`src/rtl/truth_table_scanner.sv`:
```
// truth_table_scanner
//   Steps a 4-variable combinational block through every input code and
//   collects its truth table. Each code is driven on vars for SETTLE cycles.
//   The block's output s is then sampled into truth_table[code]. When all
//   2**VARS codes are done, done pulses for one cycle and table_valid rises.
//
// Ports
//   clk            rising-edge clock
//   reset          asynchronous, active-high reset
//   start          begin a scan (sampled only while idle)
//   abort          cancel a running scan; the partial table stays invalid
//   s              output of the function under scan
//   vars           drive to the function: [3]=X, [2]=Y, [1]=W, [0]=Z
//   busy           high from the start edge until the scan ends or is aborted
//   done           one-cycle pulse when the table is complete
//   table_valid    the table holds a full, unaborted scan
//   truth_table    bit i = s sampled while vars == i
//   ones_count     number of ones in truth_table (minterm count)
//
// Optional feature, enabled by defining TTS_COMPARE_EN:
//   expected       reference table, captured at start
//   mismatch       some sampled s differed from the reference
//   first_mismatch lowest code at which the difference occurred
module truth_table_scanner #(
   parameter int VARS   = 4,
   parameter int SETTLE = 1    // legal range 1..15
) (
   input  logic                 clk,
   input  logic                 reset,
   input  logic                 start,
   input  logic                 abort,
   input  logic                 s,
`ifdef TTS_COMPARE_EN
   input  logic [2**VARS-1:0]   expected,
   output logic                 mismatch,
   output logic [VARS-1:0]      first_mismatch,
`endif
   output logic [VARS-1:0]      vars,
   output logic                 busy,
   output logic                 done,
   output logic                 table_valid,
   output logic [2**VARS-1:0]   truth_table,
   output logic [VARS:0]        ones_count
);

   localparam int              ENTRIES     = 2**VARS;
   localparam logic [VARS-1:0] LAST_CODE   = VARS'(ENTRIES - 1);
   localparam logic [3:0]      SETTLE_LAST = 4'(SETTLE - 1);

   typedef enum logic [1:0] {IDLE, APPLY, SAMPLE, DONE} state_t;

   state_t              state_reg, state_next;
   logic [VARS-1:0]     index_reg;
   logic [3:0]          settle_reg;
   logic [VARS:0]       ones_reg;
   logic                valid_reg;
   logic [ENTRIES-1:0]  table_reg, table_next;

   logic start_scan;
   logic sample_en;

   assign start_scan = (state_reg == IDLE) && start;
   // An abort in SAMPLE wins over the write of that cycle.
   assign sample_en  = (state_reg == SAMPLE) && !abort;

   // ---------------- state register ----------------
   always_ff @(posedge clk or posedge reset) begin
      if (reset) state_reg <= IDLE;
      else       state_reg <= state_next;
   end

   // ---------------- next-state logic ----------------
   always_comb begin
      state_next = state_reg;
      case (state_reg)
         IDLE:    if (start) state_next = APPLY;
         APPLY: begin
            if (abort)                          state_next = IDLE;
            else if (settle_reg == SETTLE_LAST) state_next = SAMPLE;
         end
         SAMPLE: begin
            if (abort)                        state_next = IDLE;
            else if (index_reg == LAST_CODE)  state_next = DONE;
            else                              state_next = APPLY;
         end
         DONE:    state_next = IDLE;
         default: state_next = IDLE;
      endcase
   end

   // ---------------- table bits ----------------
   // Each bit is cleared when a scan starts and written only when the
   // sample index addresses it.
   genvar gi;
   generate
      for (gi = 0; gi < ENTRIES; gi++) begin : g_table
         assign table_next[gi] = start_scan ? 1'b0 :
                                 (sample_en && (index_reg == VARS'(gi))) ? s :
                                 table_reg[gi];
      end
   endgenerate

   // ---------------- datapath ----------------
   always_ff @(posedge clk or posedge reset) begin
      if (reset) begin
         index_reg  <= '0;
         settle_reg <= '0;
         ones_reg   <= '0;
         valid_reg  <= 1'b0;
         table_reg  <= '0;
      end else begin
         table_reg <= table_next;
         if (start_scan) begin
            index_reg  <= '0;
            settle_reg <= '0;
            ones_reg   <= '0;
            valid_reg  <= 1'b0;
         end else begin
            // Settle counter runs 0..SETTLE-1 while a code is applied.
            if ((state_reg == APPLY) && !abort && (settle_reg != SETTLE_LAST))
               settle_reg <= settle_reg + 4'd1;
            else
               settle_reg <= '0;

            if (sample_en) begin
               if (s == 1'b1)
                  ones_reg <= ones_reg + (VARS+1)'(1);
               // The last code is held on vars after a completed scan.
               if (index_reg == LAST_CODE)
                  valid_reg <= 1'b1;
               else
                  index_reg <= index_reg + VARS'(1);
            end
         end
      end
   end

`ifdef TTS_COMPARE_EN
   logic [ENTRIES-1:0] expected_reg;
   logic               mismatch_reg;
   logic [VARS-1:0]    first_mismatch_reg;

   always_ff @(posedge clk or posedge reset) begin
      if (reset) begin
         expected_reg       <= '0;
         mismatch_reg       <= 1'b0;
         first_mismatch_reg <= '0;
      end else if (start_scan) begin
         expected_reg       <= expected;
         mismatch_reg       <= 1'b0;
         first_mismatch_reg <= '0;
      end else if (sample_en && !mismatch_reg && (s != expected_reg[index_reg])) begin
         mismatch_reg       <= 1'b1;
         first_mismatch_reg <= index_reg;
      end
   end

   assign mismatch       = mismatch_reg;
   assign first_mismatch = first_mismatch_reg;
`endif

   // ---------------- outputs ----------------
   assign vars        = index_reg;
   assign busy        = (state_reg != IDLE);
   assign done        = (state_reg == DONE);
   assign table_valid = valid_reg;
   assign truth_table = table_reg;
   assign ones_count  = ones_reg;

endmodule
```
`config.mk`:
```
export PLATFORM = sky130hd
export DESIGN_NAME = truth_table_scanner
export DESIGN_NICKNAME = d
export VERILOG_FILES = /design/src/rtl/truth_table_scanner.sv
export SDC_FILE = /design/constraint.sdc
export NUM_CORES = 1
export LEC_CHECK = 0
export BUFFER_PORTS_ARGS = -buffer_cell sky130_fd_sc_hd__buf_4
export CORE_MARGIN = 2
export CORE_UTILIZATION = 35
export CTS_BUF_LIST = sky130_fd_sc_hd__clkbuf_4
export DETAILED_ROUTE_END_ITERATION = 10
export PLACE_DENSITY_LB_ADDON = 0.05
export RECOVER_POWER = 100
export SLEW_MARGIN = 10
export SYNTH_ARGS = -nofsm -noshare
export SYNTH_HDL_FRONTEND = slang
export SYNTH_SLANG_ARGS = --single-unit
```
`constraint.sdc`:
```
create_clock -name clk -period 1.2 [get_ports clk]
set_input_delay 0.06 -clock clk [delete_from_list [all_inputs] [get_ports clk]]
set_output_delay 0.06 -clock clk [all_outputs]
set_load 0.005 [all_outputs]
```
# Word level (Yosys, flattened, before mapping)
# Index checks and enable logic that the tools add are counted.
# totals
latch_bits	0
inputBits	5
output_inout_bits	28
ram_bits	0
mem_bits_ro	0
n_memories	0
reg_bits	32
elab_cells	143
# classes
n_bitwise	0
magnitude_cmp	0
muxes	49
n_shift	0
n_div	0
multipliers	0
eq_ne	21
n_reduce_logical	49
add_sub_neg	3
# op_table
op	n
$reduce_bool 2->1	20
$mux 1	35
$eq 4x4->1 const B	8
$logic_and 1x1->1	20
$mux 4	5
$eq 4x3->1 const B	4
$mux 5	3
$mux 2	5
$add 4x1->4 const B	2
$eq 4x2->1 const B	2
$logic_not 4->1	2
$pmux 2 s4	1
$reduce_and 2->1	4
$add 5x1->5 const B	1
$eq 2x2->1 const B	2
$eq 4x1->1 const B	1
$ne 2x2->1 const B	2
$reduce_bool 4->1	1
$ne 3x3->1 const B	1
$eq 2x1->1 const B	1
$logic_not 2->1	1
$logic_not 1->1	1

# Longest topological paths before layout
# Gate-level depths: netlist (run 1).
# depth
ltp_word	5
depth_mapped	5
ltp_nobuf	5

# Least setup slack after synthesis (run 1)
# No wires, ideal clock.
# synth_path
path_kind	reg-to-reg
start	register settle_reg[0]
end	register state_reg[1]
setup_time_ps	66
t_arrival_ps	1297
required_ps	1134
setup_slack_ps	-163
period_less_slack_ps	1363
stages_incl_launch_ff	6
n_path_buf	0
cell_sequence	dfrtp_1 inv_1 ha_1 inv_1 o311ai_1 o211a_1
# synth_via
elab_chain_len	3
# synth_rtl
element	line_no	text
from (decl)	54	logic [3:0] settle_reg;
from (signal assigned)	121	settle_reg <= settle_reg + 4'd1;
$logic_not 4->1	79	else if (settle_reg == SETTLE_LAST) state_next = SAMPLE;
$ne 3x3->1 (no source line)	--	
$reduce_and 2->1 (no source line)	--	
to (signal assigned)	69	else state_reg <= state_next;
to (decl)	52	state_t state_reg, state_next;
# No other way between the ends.
# A chain may end at the register's enable or synchronous reset.

# Worst setup path in the final report (run 1)
# layout_path
start	register index_reg[1] (netlist: vars[1])
end	register table_reg[13] (netlist: truth_table[13])
# layout_via
elab_chain_len	3
# layout_rtl
element	line_no	text
from (decl)	53	logic [VARS-1:0] index_reg;
from (signal assigned)	132	index_reg <= index_reg + VARS'(1);
$eq 4x4->1	98	(sample_en && (index_reg == VARS'(gi))) ? s :
$logic_and 1x1->1	98	
$reduce_bool 2->1 (no source line)	--	
to (signal assigned)	112	table_reg <= table_next;
to (decl)	57	logic [ENTRIES-1:0] table_reg, table_next;
# No other way between the ends.

==> reports/metrics.csv, run 1 <==
stage;metric;value;unit
outcome;status;complete, but fails checks;
outcome;failing checks;negative setup slack;
global_routing;vias in the first global route;1390;
worst_setup_path;CP Capture Type;register;
cts;Num CTS Buffers;5;
synth;synthesized instance count;162;
place;Inst Count DP;258;
synth;Post-Synth Adder-Cell Area;5.18;%
layout;Post-Layout Cell Count;277;
layout;design area;0.00243;mm²
sta;endpoints failing setup;33;
global_routing;first-pass GRT wire length;6.89;mm
cts;CTS root buffer;clkbuf_4;
job;Max-Cap Viols;0;
sta;final hold slack;0.0502;ns
sta;Worst Skew;0.0114;ns
routing;drt total wl;4.39;mm
place;DP HPWL;2.73;mm
synth;largest family of logic cells by synthesized area;simple AND/OR/NAND/NOR gates;
synth;post-synth cell types;36;
routing;routed via count;1410;
synth;Mapped Area;0.00169;mm²
place;GPL Wtd Cong;0.755;
pwr;pwr/cell area;1310;mW/mm²
global_routing;initial antenna violation count;0;
cts;clk slew on worst S/H paths;0.11;ns
place;Placed Area;0.00210;mm²
layout;n_diodes;0;
global_routing;Overall Global Routing Usage;17.3;%
pwr;Static Leak;1.19;nW
place;dpl ws;-0.183;ns
floorplanning;die extent in x;73.5;µm
synth;Syn. warnings;0;
layout;Final nets;234;
synth;top cells by area, synth;dfrtp_1 47%, mux2i_1 9.5%, nand2_1 6.0%;
synth;average size of a mapped cell;10.4;µm²
floorplanning;Core Area;0.00469;mm²
floorplanning;Ports;33;
routing;DRT iter0 DRCs;76;
worst_setup_path;Required @ worst endpoint;1.44;ns
synth;syn_nets;174;
synth;compound-cell area share of the yosys netlist;8.07;%
worst_setup_path;WP data arrival;1.58;ns
sta;f_max;0.746;GHz
routing;Antenna Nets Post-Route;0;
pwr;total power;3.17;mW
worst_setup_path;CP max FO;4;
layout;Layout area overhead;43.5;%
worst_setup_path;Critical Path Source;vars[1];
sta;final clock period utilization by the worst path;112;%
synth;Post-synth EDFFs;0;
layout;Final Util;51.7;%
worst_setup_path;R2R Path Start;vars[1];
sta;Final Hold Fails;0;
sta;final worst path period need;1.34;ns
sta;slew margin rel.;46.4;%
floorplanning;Die Area;0.00540;mm²
synth;ys flop type;dfrtp_1;
synth;#FFs+latches synth;32;
synth;top cell type by total area after synthesis;dfrtp_1;
layout;share of cells above drive strength 1;50.7;%
global_routing;largest net degree at the start of global routing;33;
routing;vias per cell;5.09;
global_routing;grt ovf;0;
layout;number of flip-flops in the largest register;16;
cts;CTS Buffer Depth;2;
place;I/O Buffers;32;
routing;Pre-Repair DR Iteration Count;4;
cts;H-tree Lvls;2;
synth;post-synthesis sequential area ratio;47.4;%
routing;DRC violations left;0;
worst_setup_path;reg-to-reg slack, setup;-0.14;ns
worst_setup_path;Crit Path Class;reg2reg;
sta;Worst-Margin Slew;0.804;ns
synth;share of synthesized flip-flops with an asynchronous set or reset;100;%
synth;post-synthesis xor/xnor area fraction;1.55;%
sta;Slew Viols, Final;0;
synth;post-synthesis mux area share;9.47;%
sta;RSZ-0062 raised after global routing;true;
cts;worst skew pair latency;0.34;ns
routing;wire per inst;15.8;µm
cts;CTS Sinks;32;
min_path;Hold WC Path Type;in2reg;
min_path;Hold Crit Start;s;
floorplanning;die height;73.5;µm
synth;post-synthesis simple-gate area fraction;23.0;%
floorplanning;row count;25;
sta;Final WS setup;-0.141;ns
pwr;peak supply drop;0.000566;V
cts;CTS tree;built;
floorplanning;initial core utilization;36.0;%
synth;post-synth top area share;47.4;%
sta;setup_tns;-3.36;ns
worst_setup_path;Critical Path Source Type;register;
[layout make-up]
cell class,instances,area [µm²]
Clock inverter,3,13.8
Clock buffer,5,37.5
Timing Repair Buffer,61,484
Sequential cell,32,807
Inverter,8,32.5
Tap cell,54,67.6
Multi-Input combinational cell,114,983
Fill cell,445,2270
[worst max-delay path, cell delays in order, from the launching register on]
cell	delay, ns
dfrtp_2	0.48
inv_2	0.11
ha_1	0.15
and4bb_4	0.29
nand3_2	0.09
mux2i_1	0.12
[where the power goes]
| part | internal, mW | switching [mW] |
|---|---|---|
| sequential | 1.17 | 0.136 |
| clock | 0.215 | 0.374 |
| combinational | 0.640 | 0.637 |
| total | 2.02 | 1.15 |
[Yosys cell counts (2+ instances only)]
master / count
nor2_1: 9
a21oi_1: 7
ha_1: 7
o21ai_0: 4
mux2i_1: 16
buf_2: 5
nand2_1: 27
xnor2_1: 2
nor2b_1: 2
o211a_1: 2
nand3_1: 11
a21bo_2: 2
inv_1: 8
dfrtp_1: 32
and4bb_2: 4
nand4_1: 3
buf_6: 2
[cell families (layout without fill, tap and decap cells)]
kind of cell    count (synthesis)  count (layout)
compound gates                 20              20
xor+xnor                        3               3
fa+ha+maj                       7               7
buf+inv                        17              77
flops                          32              32
mux                            16              16
simple gates                   67              68
[placed cells by master, fill, tap and decap left out, types with 5 or more instances in the layout]
master / n
buf_6: 8
nand2_2: 5
clkbuf_4: 28
inv_1: 5
nand3_1: 7
mux2i_1: 16
and4bb_4: 5
buf_4: 25
dfrtp_2: 5
dfrtp_1: 27
nand2_1: 21
[metal layers]
layer | part of all wire (%) | up-vias | wire (µm) | global-route usage [%]
met5 | 0 | - | 0 | 0
met4 | 3.1 | 0 | 135 | 7.68
met3 | 4.2 | 11 | 183 | 4.39
met2 | 48 | 37 | 2100 | 27.6
met1 | 45 | 681 | 1970 | 22.0
li1 | - | 681 | - | -
[path summary, 6_finish.rpt]
kind                            depth (start not counted)               to
worst max-delay path                                    5  truth_table[13]
worst min-delay path                                    3   truth_table[0]
worst max register to register                          5  truth_table[13]
worst min register to register                          1    ones_count[4]
max in group asynchronous                               4          vars[0]
min in group asynchronous                               4   truth_table[4]
[what timing repair did]
| action | 4_1_cts | 5_1_grt |
|---|---|---|
| buffers inserted | 3 | 5 |
| setup endpoints to repair | 36 | 36 |
| gates resized for setup | 25 | 26 |
| hold buffers | 2 | 0 |
| hold endpoints to repair | 33 | 0 |
| gates cloned | 1 | 0 |
| pin swaps | 14 | 8 |
Note: power is estimated with default switching activity, not from simulation.
==> inputs of run 2 (changes only) <==
--- a/config.mk
+++ b/config.mk
@@ -10,7 +10,7 @@
 export CORE_UTILIZATION = 35
 export CTS_BUF_LIST = sky130_fd_sc_hd__clkbuf_4
 export DETAILED_ROUTE_END_ITERATION = 10
-export PLACE_DENSITY_LB_ADDON = 0.05
+export PLACE_DENSITY = 0.63
 export RECOVER_POWER = 100
 export SLEW_MARGIN = 10
 export SYNTH_ARGS = -nofsm -noshare
==> run 2 against run 1 <==
  * Highest routed layer unchanged
  * Clock power up 3%
  * Critical path type is now reg2out
  * Utilization increased by 1.7 points
  * The run still ends with negative setup slack left
  * Cell count stayed put
  * Combinational power grew 12%
  * Worst hold slack worse by 0.015 ns
==> reports/metrics.csv, run 2 (same netlist as run 1, synthesis figures left out) <==
stage;metric;value;unit;change
worst_setup_path;cell mode on critical path;buf_6;;
worst_setup_path;Critical Path Source Type;register;;
routing;routed via count;1424;;+0.99%
cts;H-tree Lvls;2;;unchanged
layout;n_diodes;0;;unchanged
place;GPL Wtd Cong;0.695;;-7.9%
job;Max-Cap Viols;0;;unchanged
place;dpl ws;-0.153;ns;+0.0300 ns
floorplanning;die extent in x;73.5;µm;unchanged
cts;worst skew pair latency;0.33;ns;about the same
sta;endpoints failing setup;34;;+3.0%
layout;Final Util;53.4;%;+1.7 points
global_routing;initial antenna violation count;0;;unchanged
layout;number of flip-flops in the largest register;16;;unchanged
routing;DRT iter0 DRCs;103;;+36%
sta;setup_tns;-3.39;ns;-0.0294 ns
worst_setup_path;crit path capture;busy;;
pwr;switching share of power;34.5;%;-1.7 points
layout;most frequent cells in the layout;29 x clkbuf_4, 27 x dfrtp_1, 20 x buf_4;;
min_path;Hold Crit Start;s;;
routing;wire per inst;14.9;µm;-6.0%
pwr;total power;3.35;mW;+5.6%
cts;CTS Sinks;32;;unchanged
routing;Pre-Repair DR Iteration Count;4;;unchanged
layout;Layout area overhead;48.2;%;
min_path;Hold WC Path Type;in2reg;;
global_routing;Overall Global Routing Usage;15.7;%;-1.6 points
worst_setup_path;Critical Path Source;state_reg[0];;
sta;Worst-Margin Slew;0.815;ns;+0.0112 ns
sta;final worst path period need;1.34;ns;+0.00375 ns
worst_setup_path;Required @ worst endpoint;1.14;ns;-0.30 ns
pwr;Combinational Power Share;42.8;%;+2.5 points
worst_setup_path;R2R Path Start;vars[0];;
pwr;pwr/cell area;1340;mW/mm²;+2.3%
sta;f_max;0.744;GHz;-0.28%
pwr;Static Leak;1.23;nW;+2.9%
cts;CTS Buffer Depth;2;;unchanged
sta;final clock period utilization by the worst path;112;%;+0.31 points
worst_setup_path;Crit Path Class;reg2out;;
cts;clk slew on worst S/H paths;0.10;ns;about the same
floorplanning;die height;73.5;µm;unchanged
floorplanning;Die Area;0.00540;mm²;unchanged
worst_setup_path;RR Endpoint;truth_table[8];;
layout;commonest non-fill, non-tap cell in the layout;clkbuf_4;;
routing;vias per cell;5.14;;+0.99%
worst_setup_path;CP Capture Type;output port;;
place;I/O Buffers;32;;unchanged
sta;RSZ-0062 raised after global routing;true;;
layout;share of cells above drive strength 1;57.0;%;+6.3 points
sta;Slew Viols, Final;0;;unchanged
global_routing;grt ovf;0;;unchanged
pwr;P_int;2.19;mW;+8.3%
worst_setup_path;R2R depth;5;;unchanged
routing;Antenna Nets Post-Route;0;;unchanged
pwr;peak supply drop;0.000547;V;-3.3%
routing;drt total wl;4.13;mm;-6.0%
floorplanning;Core Area;0.00469;mm²;unchanged
worst_setup_path;CP max FO;8;;+4
routing;DRC violations left;0;;unchanged
worst_setup_path;CP max stage cell;dfrtp_2;;
floorplanning;initial core utilization;36.0;%;unchanged
worst_setup_path;crit-path max cell delay;0.45;ns;-0.03 ns
sta;Final Hold Fails;0;;unchanged
outcome;status;complete, but fails checks;;
global_routing;first-pass GRT wire length;6.54;mm;-5.0%
worst_setup_path;WP data arrival;1.28;ns;-0.30 ns
floorplanning;row count;25;;unchanged
outcome;failing checks;negative setup slack;;
worst_setup_path;reg-to-reg slack, setup;-0.14;ns;about the same
layout;Final nets;235;;+0.43%
cts;CTS tree;built;;
pwr;Reg power frac;39.1;%;-2.1 points
cts;Num CTS Buffers;5;;unchanged
sta;slew margin rel.;45.6;%;-0.74 points
pwr;sw power;1.16;mW;+0.71%
worst_setup_path;worst-path cell chain;buf_6, or2_4, buf_6;;
place;DP HPWL;2.56;mm;-6.1%
pwr;Clock power frac;18.1;%;-0.5 points
sta;final hold slack;0.0351;ns;-0.0151 ns
sta;Worst Skew;0.0101;ns;-0.00132 ns
global_routing;vias in the first global route;1364;;-1.9%
floorplanning;Ports;33;;unchanged
global_routing;largest net degree at the start of global routing;33;;unchanged
sta;Final WS setup;-0.145;ns;-0.00375 ns
cts;CTS root buffer;clkbuf_4;;
run 2: how the worst min path moves through the flow:
| stage | endpoint | slack [ns] | cells after the start |
|---|---|---|---|
| after floorplan | ones_count[0] | 0.18 | 1 |
| after global placement | settle_reg[1] | 0.18 | 3 |
| after detailed placement | settle_reg[2] | 0.18 | 3 |
| after CTS | state_reg[0] | 0.0002 | 2 |
| after global routing | truth_table[0] | 0.02 | 3 |
| final | truth_table[0] | 0.04 | 3 |
run 2: worst max-delay path: cells and delay by family (launching register included):
family	cells	cell delay [ns]
buffers and inverters	2	0.26
AND/OR/NAND/NOR	1	0.24
flip-flops	1	0.45
run 2: what timing repair did:
item                       CTS  global route
resized for setup           25            48
hold endpoints to repair    32             1
pin swaps                    6            17
setup buffers                4             5
setup endpoints to repair   34            36
gates cloned                 1             1
hold buffers                 1             1
run 2: area by class of cell:
cell class                 instances  area [µm²]
clock buffer                       6        45.0
clock inverter                     1        5.00
fill                             435        2190
inverter                           8        35.0
multi-input combinational        114        1010
sequential                        32         807
tap                               54        67.6
timing repair buffer              62         538
run 2: layer usage:
metal,vias to the layer above,global-route usage [%],routed length [µm]
li1,680,-,-
met1,698,21.7,1940
met2,42,23.6,1960
met3,4,4.53,182
met4,0,5.25,44
met5,-,0,0
run 2: stage by stage:
stage | instance area, µm² | instances
floorplan | 1730 | 162
global placement | 2090 | 257
detailed placement | 2090 | 257
CTS | 2280 | 270
global route | 2500 | 277
finish | 2500 | 277
run 2: power groups by stage:
stage          Sequential [mW]  Combinational, mW  Clock (mW)
3_5_place_dp              1.28              0.961           0
6_report                  1.31               1.43       0.606
4_1_cts                   1.27               1.22       0.622
3_3_place_gp              1.28              0.960           0
2_1_floorplan             1.27              0.670           0
5_1_grt                   1.33               1.55       0.683
